`src/rtl/fft_pkg.sv`:
```
// fft_pkg: shared saturation limits and complex-sample type for the radix-2 butterfly.
package fft_pkg;
  localparam int FFT_W = 16;
  function automatic longint sat_max(input int w);
    return (longint'(1) << (w - 1)) - 1;
  endfunction
  function automatic longint sat_min(input int w);
    return -(longint'(1) << (w - 1));
  endfunction
  localparam longint SAT_MAX = sat_max(FFT_W);
  localparam longint SAT_MIN = sat_min(FFT_W);
  typedef struct packed {
    logic signed [FFT_W-1:0] re;
    logic signed [FFT_W-1:0] im;
  } cplx_t;
endpackage

```
`src/rtl/q15_mul.sv`:
```
// q15_mul: signed Q1.(BIT_WIDTH-1) multiply with round-half-up, wrapping result.
module q15_mul #(
  parameter int BIT_WIDTH = 16
) (
  input  logic signed [BIT_WIDTH-1:0] a,
  input  logic signed [BIT_WIDTH-1:0] b,
  output logic signed [BIT_WIDTH-1:0] p
);
  logic signed [2*BIT_WIDTH-1:0] f;
  logic unused_sign;
  assign f = a * b;
  assign unused_sign = f[2*BIT_WIDTH-1];
  // -1 x -1 deliberately wraps; the sign bit of the full product is dropped
  assign p = f[2*BIT_WIDTH-2:BIT_WIDTH-1] + BIT_WIDTH'(f[BIT_WIDTH-2]);
endmodule

```
`src/rtl/sat_shift.sv`:
```
// sat_shift: halve a widened butterfly sum (floor) and saturate to the sample range.
module sat_shift import fft_pkg::*; #(
  parameter int BIT_WIDTH = 16
) (
  input  logic signed [BIT_WIDTH+1:0] s,
  output logic signed [BIT_WIDTH-1:0] y
);
  localparam logic signed [BIT_WIDTH:0] MAX = (BIT_WIDTH+1)'(sat_max(BIT_WIDTH));
  localparam logic signed [BIT_WIDTH:0] MIN = (BIT_WIDTH+1)'(sat_min(BIT_WIDTH));
  logic signed [BIT_WIDTH:0] h;
  assign h = (BIT_WIDTH+1)'(s >>> 1);
  assign y = h > MAX ? MAX[BIT_WIDTH-1:0] : h < MIN ? MIN[BIT_WIDTH-1:0] : h[BIT_WIDTH-1:0];
endmodule

```
`src/rtl/fft_butterfly.sv`:
```
// fft_butterfly: 3-stage pipelined radix-2 DIT butterfly, X=(A+WB)/2, Y=(A-WB)/2, with tag passthrough.
module fft_butterfly import fft_pkg::*; #(
  parameter int BIT_WIDTH = 16,
  parameter int IDX_W     = 9
) (
  input  logic                        clk,
  input  logic                        reset_n,
  input  logic                        in_valid,
  output logic                        in_ready,
  input  logic signed [BIT_WIDTH-1:0] a_re,
  input  logic signed [BIT_WIDTH-1:0] a_im,
  input  logic signed [BIT_WIDTH-1:0] b_re,
  input  logic signed [BIT_WIDTH-1:0] b_im,
  input  logic signed [BIT_WIDTH-1:0] w_re,
  input  logic signed [BIT_WIDTH-1:0] w_im,
  input  logic [IDX_W-1:0]            in_idx,
  output logic                        out_valid,
  input  logic                        out_ready,
  output logic signed [BIT_WIDTH-1:0] x_re,
  output logic signed [BIT_WIDTH-1:0] x_im,
  output logic signed [BIT_WIDTH-1:0] y_re,
  output logic signed [BIT_WIDTH-1:0] y_im,
  output logic [IDX_W-1:0]            out_idx,
  output logic                        busy
);
  localparam int W = BIT_WIDTH;
  logic adv, v1, v2;
  logic signed [W-1:0] a1_re, a1_im, b1_re, b1_im, w1_re, w1_im;
  logic signed [W-1:0] a2_re, a2_im, m_rr, m_ii, m_ri, m_ir, m2_rr, m2_ii, m2_ri, m2_ir;
  logic [IDX_W-1:0] idx1, idx2;
  logic signed [W:0] p_re, p_im;
  logic signed [W+1:0] s_xr, s_xi, s_yr, s_yi;
  logic signed [W-1:0] xr_d, xi_d, yr_d, yi_d;
  assign adv      = out_ready | ~out_valid;
  assign in_ready = adv;
  assign busy     = v1 | v2 | out_valid;
  q15_mul #(.BIT_WIDTH(W)) u_rr (.a(b1_re), .b(w1_re), .p(m_rr));
  q15_mul #(.BIT_WIDTH(W)) u_ii (.a(b1_im), .b(w1_im), .p(m_ii));
  q15_mul #(.BIT_WIDTH(W)) u_ri (.a(b1_re), .b(w1_im), .p(m_ri));
  q15_mul #(.BIT_WIDTH(W)) u_ir (.a(b1_im), .b(w1_re), .p(m_ir));
  // one guard bit for the product sum, two for the butterfly sums: nothing can overflow before saturation
  assign p_re = {m2_rr[W-1], m2_rr} - {m2_ii[W-1], m2_ii};
  assign p_im = {m2_ri[W-1], m2_ri} + {m2_ir[W-1], m2_ir};
  assign s_xr = {{2{a2_re[W-1]}}, a2_re} + {p_re[W], p_re};
  assign s_xi = {{2{a2_im[W-1]}}, a2_im} + {p_im[W], p_im};
  assign s_yr = {{2{a2_re[W-1]}}, a2_re} - {p_re[W], p_re};
  assign s_yi = {{2{a2_im[W-1]}}, a2_im} - {p_im[W], p_im};
  sat_shift #(.BIT_WIDTH(W)) u_sxr (.s(s_xr), .y(xr_d));
  sat_shift #(.BIT_WIDTH(W)) u_sxi (.s(s_xi), .y(xi_d));
  sat_shift #(.BIT_WIDTH(W)) u_syr (.s(s_yr), .y(yr_d));
  sat_shift #(.BIT_WIDTH(W)) u_syi (.s(s_yi), .y(yi_d));
  always_ff @(posedge clk or negedge reset_n) begin
    if (!reset_n) begin
      {v1, v2, out_valid} <= '0;
      {a1_re, a1_im, b1_re, b1_im, w1_re, w1_im, idx1} <= '0;
      {a2_re, a2_im, m2_rr, m2_ii, m2_ri, m2_ir, idx2} <= '0;
      {x_re, x_im, y_re, y_im, out_idx} <= '0;
    end else if (adv) begin
      v1        <= in_valid;
      a1_re     <= a_re;
      a1_im     <= a_im;
      b1_re     <= b_re;
      b1_im     <= b_im;
      w1_re     <= w_re;
      w1_im     <= w_im;
      idx1      <= in_idx;
      v2        <= v1;
      a2_re     <= a1_re;
      a2_im     <= a1_im;
      m2_rr     <= m_rr;
      m2_ii     <= m_ii;
      m2_ri     <= m_ri;
      m2_ir     <= m_ir;
      idx2      <= idx1;
      out_valid <= v2;
      x_re      <= xr_d;
      x_im      <= xi_d;
      y_re      <= yr_d;
      y_im      <= yi_d;
      out_idx   <= idx2;
    end
  end
endmodule
```
`config.mk`:
```
export PLATFORM = sky130hd
export DESIGN_NAME = fft_butterfly
export DESIGN_NICKNAME = d
export VERILOG_FILES = /design/src/rtl/fft_pkg.sv /design/src/rtl/q15_mul.sv /design/src/rtl/sat_shift.sv /design/src/rtl/fft_butterfly.sv
export SDC_FILE = /design/constraint.sdc
export NUM_CORES = 2
export LEC_CHECK = 0
export ABC_CLOCK_PERIOD_IN_PS = 8000
export CORE_MARGIN = 2
export CORE_UTILIZATION = 23
export DETAILED_ROUTE_END_ITERATION = 6
export DONT_BUFFER_PORTS = 1
export SYNTH_ARGS = -nofsm -noshare
export SYNTH_HDL_FRONTEND = slang
export SYNTH_SLANG_ARGS = --single-unit
```
`constraint.sdc`:
```
create_clock -name clk -period 8 [get_ports clk]
set_input_delay 0.4 -clock clk [delete_from_list [all_inputs] [get_ports clk]]
set_output_delay 0.4 -clock clk [all_outputs]
set_load 0.005 [all_outputs]
```
==> impl_metrics.csv <==
group,metric,value,unit
die,io_pins,185,
clocking,clk_latency,610,ps
setup_path,criticalPathCategory,"flop to flop",
place,placed_area,0.0586,sq mm
clocking,cts_root_buf,"clkbuf_16",
clocking,clkTransAtPathRegs,60,ps
die,rows,178,
synthesis,synth_top_family_by_area,"adder cells",
setup_path,reg2reg_slack,270,ps
clocking,post_cts_buffers,0,
synthesis,async_reset_ff_share,100,%
clocking,htree_num_levels,2,
route,avgRoutedWirePerCell,17.1,um
worst_hold_path,hold_path.class,"primary input to flop",
timing,final_hold_viol_count,0,
die,die_x,491,um
synthesis,synth_most_common_cell,"inv_1",
synthesis,synthSimpleGateAreaFrac,18.5,%
place,dp.final_hpwl,130,mm
timing,rsz0062_at_grt,"no",
place,io_buffers,0,
synthesis,synth_area_leader_cell,"fa_1",
setup_path,worstPathArrival,8230,ps
route,initialDrtViolationCount,2812,
global_route,grt_pass1_vias,43884,
finish,nFillCells,25212,
synthesis,synth.mux.area_fraction,0.156,%
clocking,cts.sinks,286,
worst_hold_path,hold_path_depth,2,
setup_path,rr_endpoint,"m2_ii[15]",
timing,finalClockSkew,47.8,ps
synthesis,syn_nets,7728,
synthesis,synth_top_area_share,37.7,%
timing,maxSlewHeadroom,25.3,%
place,place_congestion,0.895,
setup_path,reg2reg_depth,25,
route,drcViolationCount,0,
global_route,grtUsageTotal,13.2,%
timing,fmax,129,MHz
global_route,antenna_found_initial,18,
run_status,status,"complete, no violations",
synthesis,synth_xor_area_share,3.55,%
finish,area_growth,12.0,%
route,drt_wl_total,159,mm
timing,maxSlewViolCount,0,
worst_hold_path,min_to,"w1_im[13]",
route,vias,41116,
run,drv_cap,0,
worst_hold_path,min-delay-start,"w_im[13]",
synthesis,synthFlopType,"dfrtp_1",
synthesis,synthCells,6179,
setup_path,cp-start-kind,"flop",
route,ant_nets,0,
synthesis,synth_common_cells,"1167 x inv_1, 1119 x nand2_1, 1026 x fa_1",
setup_path,worstReg2RegStart,"w1_im[4]",
die,die_y,491,um
synthesis,seq_area_frac_synth,13.1,%
timing,worst_slew_pin_slew,1120,ps
setup_path,cp_max_fo,13,
finish,antenna_cells,0,
clocking,clk_path_buf_depth,3,
timing,setup_viol,0,
timing,fin_crit_sh,96.6,%
clocking,cts_buffers,36,
finish,regArea,0.00717,sq mm
synthesis,synth_cell_types,91,
timing,finalCriticalPeriod,7730,ps
finish,multiInputGateArea,0.0418,sq mm
route,viasPerCell,4.40,
synthesis,synth_edf_count,0,
global_route,grt_pass1_wl,252,mm
synthesis,synthAdderAreaFrac,47.3,%
synthesis,syn_avg_cell_area,8.82,sq um
die,start_util,23.1,%
synthesis,syn_area,0.0545,sq mm
setup_path,endpoint_kind,"flop",
setup_path,required,8500,ps
finish,final_nets,7709,
global_route,overflow,0,
die,coreArea,0.235,sq mm
global_route,grt_max_degree,287,
die,dieArea,0.241,sq mm
finish,drive_gt1_share,4.48,%
synthesis,synth_seq_cells,286,
synthesis,ys.warnings.count,0,
synthesis,synth_compound_area_share,7.21,%
finish,finalInstanceArea,0.0610,sq mm
route,drtPass1Iterations,6,
clocking,cts_tree,"built",
synthesis,ys_top_cells_by_area,"fa_1 38%, dfrtp_1 13%, ha_1 9.5%",
logic make-up (layout without fill, tap and decap cells):
logic type | count (synthesis) | count (layout)
adders and majority gates | 1446 | 1446
xor gates and xnor gates | 221 | 221
DFF | 286 | 286
AOI/OAI and AO/OA | 600 | 600
and+or+nand+nor | 2148 | 2148
buffers and inverters | 1470 | 1478
muxes | 8 | 8
per-stage QoR:
step           worst slack [ps]  std cells  util [%]  hold WS (ps)  setup TNS, ps
2_1_floorplan               691       6179         -           104              0
3_3_place_gp              -88.6       9181      24.9           111          -88.6
3_5_place_dp              -73.8       9181      24.9           113          -73.8
4_1_cts                     106       9334      25.9          3.38              0
5_1_grt                    13.4       9337      25.9          17.3              0
6_report                    274       9337      25.9          13.1              0
sequential cells by signal, indices dropped and copies added, names as in the netlist, 9 cells and up:
register	count
a1_im	16
a1_re	16
a2_im	16
a2_re	16
b1_im	16
b1_re	16
m2_ii	16
m2_ir	16
m2_ri	16
m2_rr	16
w1_im	16
w1_re	16
x_im	16
x_re	16
y_im	16
y_re	16
idx1	9
idx2	9
out_idx	9
critical path, stage by stage, from the launching register on:
cell and delay [ps]:
dfrtp_1 570, buf_4 260, buf_4 240, nand2_1 120, fa_1 510, fa_1 490
inv_1 50, fa_1 500, inv_1 60, fa_1 550, fa_1 430, fa_1 490
inv_1 40, ha_1 370, a21o_1 210, a21o_1 220, a211oi_1 280, o22ai_1 110
a211oi_1 390, buf_4 190, nor2b_1 220, nand3_1 160, or3_1 450, o32ai_2 280
mux2_1 350, nand2_1 60
layer usage:
metal | share of wire, % | vias to the layer above | global-route usage [%]
met2 | 44 | 1371 | 20.8
met5 | 0.0069 | - | 0
met1 | 45 | 20778 | 18.2
met4 | 3.4 | 2 | 3.76
met3 | 7.4 | 257 | 2.54
li1 | - | 18708 | -
cell usage in the layout, fill, tap and decap left out, drive strengths merged, types with 41 or more instances in the layout:
cell / instances
dlygate4sd3: 88
ha: 414
nand3: 41
nand2b: 47
clkbuf: 41
dfrtp: 286
fa: 1026
buf: 158
xnor2: 151
a21oi: 172
o21ai: 144
xor2: 70
a21o: 53
nor3: 54
nand2: 1119
inv: 1171
and2: 490
nor2: 230
how the worst max path moves through the flow:
| stage | startpoint | end | cells past startpoint |
|---|---|---|---|
| final | w1_im[4] | m2_ii[15] | 25 |
| after detailed placement | w1_re[1] | m2_rr[15] | 23 |
| after global placement | w1_re[1] | m2_rr[15] | 23 |
| after floorplan | b1_im[15] | m2_ii[15] | 25 |
| after CTS | w1_re[1] | m2_rr[15] | 23 |
| after global routing | w1_im[1] | m2_ri[14] | 26 |
timing repair:
action                                  in CTS  in global routing
hold buffers                                88                  1
gates resized for setup                      1                 27
pin swaps                                    0                  0
endpoints found under the setup margin       1                 13
endpoints found under the hold margin      373                  3
final cells by class:
type,count,area share (%)
flip-flops and latches,286,11.8
multi-input cells,4423,68.6
clock buffers,41,1.56
clock inverters,24,0.695
inverters,1167,7.19
well taps,3150,6.46
repair buffers,246,3.75
Power is not shown: default switching activity piles up to over one toggle a cycle in this logic, so the estimate is an artifact.
